$ cat src/rtl/seg7_scan_decoder.sv
// Scanned 7-segment bus receiver: deglitches each (segments, strobe) pattern, decodes it to BCD
// and publishes the per-digit register bank plus a valid/ready stream of changed digits.
module seg7_scan_decoder #(
    parameter int DIGITS     = 4,
    parameter int STABLE_CYC = 4
) (
    input  logic                clk,
    input  logic                rst_n,
    input  logic [6:0]          seg_in,
    input  logic [DIGITS-1:0]   dig_sel,
    output logic [4*DIGITS-1:0] bcd_out,
    output logic [DIGITS-1:0]   digit_valid,
    output logic                err_flag,
    input  logic                err_clr,
    output logic                upd_valid,
    input  logic                upd_ready,
    output logic [2:0]          upd_idx,
    output logic [3:0]          upd_bcd,
    output logic                upd_ovf
);

    localparam int            CW           = $clog2(STABLE_CYC + 1);
    localparam logic [CW-1:0] CNT_ONE      = CW'(1);
    localparam logic [CW-1:0] CNT_DONE     = CW'(STABLE_CYC);
    localparam logic [3:0]    CODE_BLANK   = 4'hF;
    localparam logic [3:0]    CODE_INVALID = 4'hE;

    typedef enum logic [1:0] {IDLE, SETTLE, HELD} state_t;

    function automatic logic [3:0] seg_decode(input logic [6:0] seg);
        logic [3:0] code;
        case (seg)
            7'h7E:   code = 4'd0;
            7'h30:   code = 4'd1;
            7'h6D:   code = 4'd2;
            7'h79:   code = 4'd3;
            7'h33:   code = 4'd4;
            7'h5B:   code = 4'd5;
            7'h5F:   code = 4'd6;
            7'h70:   code = 4'd7;
            7'h7F:   code = 4'd8;
            7'h7B:   code = 4'd9;
            7'h00:   code = CODE_BLANK;
            default: code = CODE_INVALID;
        endcase
        return code;
    endfunction

    logic [6:0]             seg_s_q, seg_p_q;
    logic [DIGITS-1:0]      sel_s_q, sel_p_q;
    state_t                 state_q, state_d;
    logic [CW-1:0]          cnt_q, cnt_d;
    logic [DIGITS-1:0][3:0] bcd_q, bcd_d;
    logic [DIGITS-1:0]      valid_q, valid_d;
    logic                   err_q, err_d;
    logic                   upd_valid_q, upd_valid_d;
    logic [2:0]             upd_idx_q, upd_idx_d;
    logic [3:0]             upd_bcd_q, upd_bcd_d;
    logic                   ovf_q, ovf_d;

    logic                   s_onehot, s_same, capture, new_upd;
    logic [3:0]             cap_code;
    logic [2:0]             cap_idx;

    assign s_onehot = $onehot(sel_s_q);
    assign s_same   = (seg_s_q == seg_p_q) && (sel_s_q == sel_p_q);
    assign cap_code = seg_decode(seg_s_q);

    // NOTE: every variable driven in an always_comb gets a default first, so no path infers a latch.
    always_comb begin
        state_d = state_q;
        cnt_d   = cnt_q;
        capture = 1'b0;
        case (state_q)
            IDLE: begin
                if (s_onehot) begin
                    state_d = SETTLE;
                    cnt_d   = CNT_ONE;
                end else begin
                    cnt_d = '0;
                end
            end
            SETTLE: begin
                if (!s_onehot) begin
                    state_d = IDLE;
                    cnt_d   = '0;
                end else if (!s_same) begin
                    cnt_d = CNT_ONE;
                end else begin
                    cnt_d = cnt_q + CNT_ONE;
                end
            end
            HELD: begin
                if (!s_same) begin
                    state_d = s_onehot ? SETTLE : IDLE;
                    cnt_d   = s_onehot ? CNT_ONE : '0;
                end
            end
            default: begin
                state_d = IDLE;
                cnt_d   = '0;
            end
        endcase
        // Reaching the threshold captures the current sample; with STABLE_CYC=1 that is the first one.
        if (state_d == SETTLE && cnt_d == CNT_DONE) begin
            capture = 1'b1;
            state_d = HELD;
        end
    end

    always_comb begin
        cap_idx = '0;
        for (int i = 0; i < DIGITS; i++) begin
            if (sel_s_q[i]) cap_idx = 3'(i);
        end
    end

    always_comb begin
        bcd_d   = bcd_q;
        valid_d = valid_q;
        new_upd = 1'b0;
        for (int i = 0; i < DIGITS; i++) begin
            if (capture && sel_s_q[i]) begin
                bcd_d[i]   = cap_code;
                valid_d[i] = (cap_code <= 4'd9);
                new_upd    = (cap_code != bcd_q[i]);
            end
        end

        err_d = (capture && cap_code == CODE_INVALID) || (err_q && !err_clr);

        upd_valid_d = upd_valid_q;
        upd_idx_d   = upd_idx_q;
        upd_bcd_d   = upd_bcd_q;
        ovf_d       = ovf_q && !err_clr;
        if (new_upd) begin
            upd_valid_d = 1'b1;
            upd_idx_d   = cap_idx;
            upd_bcd_d   = cap_code;
            if (upd_valid_q && !upd_ready) ovf_d = 1'b1;
        end else if (upd_valid_q && upd_ready) begin
            upd_valid_d = 1'b0;
        end
    end

    // NOTE: all state uses non-blocking assignments so every register samples pre-edge values.
    always_ff @(posedge clk or negedge rst_n) begin
        if (!rst_n) begin
            seg_s_q     <= '0;
            sel_s_q     <= '0;
            seg_p_q     <= '0;
            sel_p_q     <= '0;
            state_q     <= IDLE;
            cnt_q       <= '0;
            // NOTE: the digit bank is reset (to blank) because consumers read it before any capture.
            bcd_q       <= '1;
            valid_q     <= '0;
            err_q       <= 1'b0;
            upd_valid_q <= 1'b0;
            upd_idx_q   <= '0;
            upd_bcd_q   <= '0;
            ovf_q       <= 1'b0;
        end else begin
            seg_s_q     <= seg_in;
            sel_s_q     <= dig_sel;
            seg_p_q     <= seg_s_q;
            sel_p_q     <= sel_s_q;
            state_q     <= state_d;
            cnt_q       <= cnt_d;
            bcd_q       <= bcd_d;
            valid_q     <= valid_d;
            err_q       <= err_d;
            upd_valid_q <= upd_valid_d;
            upd_idx_q   <= upd_idx_d;
            upd_bcd_q   <= upd_bcd_d;
            ovf_q       <= ovf_d;
        end
    end

    assign bcd_out     = bcd_q;
    assign digit_valid = valid_q;
    assign err_flag    = err_q;
    assign upd_valid   = upd_valid_q;
    assign upd_idx     = upd_idx_q;
    assign upd_bcd     = upd_bcd_q;
    assign upd_ovf     = ovf_q;

endmodule

$ cat config.mk
export PLATFORM = sky130hd
export DESIGN_NAME = seg7_scan_decoder
export DESIGN_NICKNAME = d
export VERILOG_FILES = /design/src/rtl/seg7_scan_decoder.sv
export SDC_FILE = /design/constraint.sdc
export NUM_CORES = 1
export LEC_CHECK = 0
export CORE_UTILIZATION = 30
export DETAILED_ROUTE_END_ITERATION = 16
export PLACE_DENSITY = 0.54
export SKIP_LAST_GASP = 1
export SLEW_MARGIN = 20
export SYNTH_ARGS = -nofsm -noshare
export SYNTH_HDL_FRONTEND = slang
export SYNTH_SLANG_ARGS = --single-unit
$ cat constraint.sdc
create_clock -name clk -period 5 [get_ports clk]
set_clock_uncertainty 0.1 [all_clocks]
set_input_delay 1 -clock clk [delete_from_list [all_inputs] [get_ports clk]]
set_output_delay 1 -clock clk [all_outputs]
set_load 0.03 [all_outputs]
Word level (Yosys, flattened, before mapping)

Cells that the tools add are included.

Word-level logic and storage cells: 87
Output and inout bits: 30
Input bits: 15
Register bits: 57

Mux-type cells: 24
Eq/ne operators: 22
Reductions and logical operators: 17
Magnitude comparators: 1
$add $sub $neg: 4

Operators with widths:

| cell                                                             | number |
|---|---|
| 7-bit == test (second input constant)                            | 8 |
| 4-bit one-hot mux with 11 select lines                           | 1 |
| 4-bit != test                                                    | 4 |
| 3-bit two-way mux                                                | 5 |
| 7-bit by 6-bit == test with 1-bit output (second input constant) | 2 |
| 1-bit two-way mux                                                | 12 |
| 1-bit logical AND                                                | 11 |
| 3-bit one-hot mux with 3 select lines                            | 1 |
| 2-bit two-way mux                                                | 4 |
| 7-bit == test                                                    | 1 |
| 7-bit zero test                                                  | 1 |
| 2-bit one-hot mux with 3 select lines                            | 1 |
| 1-bit by 1-bit adder with 2-bit output                           | 2 |
| 2-bit by 1-bit == test with 1-bit output (second input constant) | 2 |
| 4-bit == test                                                    | 1 |
| 4-bit == test (second input constant)                            | 1 |
| 4-bit <= comparator (second input constant)                      | 1 |
| 2-bit by 2-bit adder with 3-bit output                           | 1 |
| 3-bit by 1-bit adder with 3-bit output (second input constant)   | 1 |
| 3-bit by 1-bit == test with 1-bit output (second input constant) | 1 |
| 3-bit == test (second input constant)                            | 1 |
| 2-bit == test (second input constant)                            | 1 |
| 1-bit zero test                                                  | 2 |
| 2-bit zero test                                                  | 1 |
| 2 further kinds                                                  | 2 |

Depth between registers and ports, before layout

Word-level depth: 15
Gate-level depth with buffers: 15
Mapped depth without buffers: 13

Worst setup path before layout

OpenSTA, ideal clock, no wires.

Path type: flip-flop to flip-flop
Start point: register sel_s_q[1]
End point: register upd_bcd_q[1] (netlist: upd_bcd[1])
Clock period less this slack: 3.815 ns
Library setup time: 0.125 ns
Path slack: 1.185 ns
Buffers on the path: 2
Arrival time: 3.590 ns
Cell stages (with the launch flop): 16
Cell sequence: dfrtp_1 -> inv_1 -> fa_1 -> inv_1 -> ha_1 -> ha_1 -> or4b_2 -> a21oi_1 -> a31oi_1 -> nor2_1 -> and3_1 -> clkbuf_1 -> o311a_1 -> a22o_1 -> buf_6 -> mux2_4

RTL lines:

| what                                                                                                     | line   | text |
|---|---|---|
| start: declaration                                                                                       | 50     | `logic [DIGITS-1:0] sel_s_q, sel_p_q;` |
| start signal: assignment                                                                                 | 165    | `sel_s_q <= dig_sel;` |
| 1-bit by 1-bit adder with 2-bit output (implied by the code) / 4-bit == test (equally long branches)     | 65, 66 |  |
| 2-bit by 2-bit adder with 3-bit output (implied by the code) / 1-bit logical AND (equally long branches) | 65, 66 |  |
| 3-bit by 1-bit == test with 1-bit output / 3-bit two-way mux (equally long branches)                     | 65, 87 |  |
| 3-bit two-way mux                                                                                        | 84     | `if (!s_onehot) begin` |
| 3-bit one-hot mux with 3 select lines (*)                                                                | 74     | `case (state_q)` |
| via cnt_d[2]                                                                                             | 52     | `logic [CW-1:0] cnt_q, cnt_d;` |
| 3-bit == test (*)                                                                                        | 105    | `if (state_d == SETTLE && cnt_d == CNT_DONE) begin` |
| 1-bit logical AND (*)                                                                                    | 105    |  |
| 1-bit two-way mux (*)                                                                                    | 105    |  |
| 1-bit logical AND                                                                                        | 123    | `if (capture && sel_s_q[i]) begin` |
| 1-bit two-way mux (3 in a row)                                                                           | 123    |  |
| 1-bit two-way mux (*)                                                                                    | 123    |  |
| end signal: assignment                                                                                   | 175    | `upd_bcd_q <= upd_bcd_d;` |
| end: declaration                                                                                         | 58     | `logic [3:0] upd_bcd_q, upd_bcd_d;` |

Mark *: on every way through the listed nets, which the timed path passes. The rest lies on a longest branch.
A chain may end at the register's enable or synchronous reset.

Worst setup path in the final report

Start point: register sel_s_q[1]
End point: register upd_bcd_q[2] (netlist: upd_bcd[2])

The elaborated chain is that of the path after synthesis.

==> metrics.cfg <==
[run_status]
status = complete, but fails checks
failed_checks = DRC

[routing]
route.met3.wl_um = 350
post-route-drc-count = 4
wirelength_um = 6033
wire_per_inst_um = 15.79
drt-met1-wl_um = 2899
first_iter_violations = 116
routed-via-count = 1893
avgViaCountPerCell = 4.955
top_layer = met4
detailedRoute.firstPassIterationCount = 10
final_antenna_net_count = 0
detailroute.wirelength.met2_um = 2706

[clocking]
clock-sinks = 56
tritoncts = built
clock_tree.htree_level_count = 2
cts_root_buf = clkbuf_8
cts.path.max_buffers = 2
worst_skew_pair.late_latency_ns = 0.32
cts-resized-gates = 0
clk_pin_slew_ns = 0.10
hold_buf_count_cts = 0
cts_setup_buffers = 0
numCtsBuffers = 5

[synthesis]
yosys_warnings = 0
asyncSetResetFlopFracSynth = 1.000
synth_sequential_area_ratio = 0.5173
synth.net_count = 252
yosysUniqueCellTypes = 55
postSynthRegisterBits = 56
syn_area_per_cell_um2 = 11.79
synth-edff-count = 0
post_synth_instance_area_um2 = 2748
post_synth_inst_count = 233
postSynth.topFlopCell = dfrtp_1

[grt]
grt_antenna_before_repair = 0
globalRoute.totalOverflow = 0
grt_start_max_net_pins = 57
grt_pass1_wl_um = 10020
number_of_global_route_vias_before_repair = 1890
grt_usage = 0.1348

[die]
initial_core_util = 0.3120
rows = 34
chipHeight_um = 97.70
die_area_um2 = 9545
core-area_um2 = 8806
die_width_um = 97.70
floorplan.io_pins = 45

[timing]
max_freq_mhz = 240.5
worst_pin_slew_ns = 0.7056
slew_headroom = 0.5296
setup_total_negative_slack_ns = 0
maxSlewViolCount = 0
rsz_0062_raised_after_global_routing = false
timing_hold_violations_final = 0
setup-violations-final = 0
post_layout_minimum_cycle_time_ns = 4.159
final.period_utilization = 0.8318

[final_layout]
fillCellCount = 874
fin_nets = 292
postLayoutCellArea_um2 = 3353
post_route_cells_drive_above_1_share = 0.2007
area_delta_synth_final_pct = 22.04
diodes = 0
final_common_cell = clkdlybuf4s50_1
final_cell_mix = clkdlybuf4s50_1 (42), dfrtp_1 (40), xor2_1 (20)

[worst_setup_path]
critPathLaunchType = flop
cp-end-kind = flop
worst-endpoint-arrival_ns = 4.26
crit_path_max_fanout = 9
worst_path_largest_cell_delay_ns = 0.69
crit_path_cell_trace = inv_1, fa_1, inv_1, ha_1, ha_1, or4b_2, a21oi_1, a31oi_1, nor2_1, and3_1, o311a_1, a22o_1, mux2_4
timing.critical_path.required_ns = 5.11
reg2reg_depth = 13
critPathSlowestCell = or4b_2
r2r_slack_ns = 0.84
crit_type = flop to flop

[power]
total_leakage_power_nw = 1.374
power_per_cell_area_nw_per_um2 = 253.5
vdd_drop_max_mv = 0.1155

[hold_path]
holdPathStages = 0
hold_path.class = flop to flop

[placement]
dpl-instance-area_um2 = 3243
dpl.hpwl_um = 4278
port_buffers = 43
gp_weighted_congestion = 0.8267

[job]
max_capacitance_violation_count = 0

final cells by class:
| type | instances | area (µm²) | share of cell area |
|---|---|---|---|
| flip-flops and latches | 56 | 1421 | 0.4239 |
| multi-input cells | 156 | 1212 | 0.3616 |
| repair buffers | 45 | 440.4 | 0.1313 |
| well taps | 108 | 135.1 | 0.04030 |
| clock buffers | 6 | 93.84 | 0.02799 |
| inverters | 9 | 33.78 | 0.01007 |
| clock inverters | 2 | 16.27 | 0.004851 |
sequential cells by signal (all words and copies together), names as in the netlist, 2 cells and up:
signal	flops
seg_s_q	7
upd_bcd	4
sel_p_q	4
digit_valid	4
state_q	2
upd_idx	2
cnt_q	3
sel_s_q	4
bcd_out	16
seg_p_q	7
logic make-up (layout without fill, tap and decap cells):
| kind of cell | Yosys count | count (layout) | synth area share |
|---|---|---|---|
| other cells | 1 | 1 | 0.001365 |
| compound gates | 35 | 35 | 0.1052 |
| buf+inv | 21 | 62 | 0.04144 |
| xor+xnor | 27 | 27 | 0.08607 |
| fa+ha+maj | 4 | 4 | 0.02095 |
| flops | 56 | 56 | 0.5173 |
| mux | 20 | 20 | 0.08561 |
| simple gates | 69 | 69 | 0.1421 |
path summary, 6_finish.rpt:
| path | end | startpoint |
|---|---|---|
| worst max register to register | upd_bcd[2]$_DFFE_PN0P_ | sel_s_q[1]$_DFF_PN0_ |
| worst min-delay path | sel_p_q[0]$_DFF_PN0_ | sel_s_q[0]$_DFF_PN0_ |
| max in group asynchronous | seg_s_q[3]$_DFF_PN0_ | rst_n |
| worst min register to register | sel_p_q[0]$_DFF_PN0_ | sel_s_q[0]$_DFF_PN0_ |
| min in group asynchronous | upd_idx[0]$_DFFE_PN0P_ | rst_n |
| worst max-delay path | upd_bcd[2]$_DFFE_PN0P_ | sel_s_q[1]$_DFF_PN0_ |
cells in the mapped netlist, types with 3 or more instances:
cell type	number	area share
ha_1	3	0.014
nor2_1	10	0.014
nor4_1	5	0.011
dfrtp_1	40	0.36
o21a_1	3	0.0082
buf_6	3	0.012
xor2_1	20	0.064
nand3b_1	3	0.0082
inv_1	9	0.012
nor3_1	5	0.0091
xnor2_1	7	0.022
dfstp_2	16	0.15
mux2_2	16	0.066
nand2_1	18	0.025
o21ai_0	5	0.0091
buf_2	7	0.013
a21oi_1	4	0.0073
mux2_4	3	0.016
nand4_1	3	0.0068
nand3_1	7	0.013
or3_1	4	0.0091
where the power goes:
group / switching [W] / internal [W] / total (W)
Sequential: 0.0000179 / 0.000465 / 0.000483
Clock: 0.000160 / 0.000131 / 0.000291
Combinational: 0.0000433 / 0.0000322 / 0.0000755
Total: 0.000221 / 0.000629 / 0.000850
critical path, delay by kind of cell (launching register included):
family                   cells  cell delay, ns
buffers and inverters        2            0.17
flip-flops                   1            0.44
AND/OR/NAND/NOR              3            1.25
AO/OA/AOI/OAI                4            0.81
multiplexers                 1            0.33
adder cells (fa/ha/maj)      3            0.96
metal layers:
metal | up-vias | global-route usage
li1 | 914 | -
met1 | 917 | 0.1896
met2 | 56 | 0.2057
met3 | 6 | 0.03022
met4 | 0 | 0.04429
met5 | - | 0
through the flow:
step                std cells  hold WS (ns)  utilization  setup WS (ns)   power, W
floorplan                 233        0.2487            -          1.185  0.0005361
global placement          374        0.3228       0.3683          1.001  0.0005673
detailed placement        374        0.3496       0.3683         0.8587  0.0005688
CTS                       382        0.3776       0.3808         0.8326  0.0008587
global route              382        0.4108       0.3808         0.6352  0.0008862
finish                    382        0.3704       0.3808         0.8412  0.0008500
(Power assumes the default switching activity.)
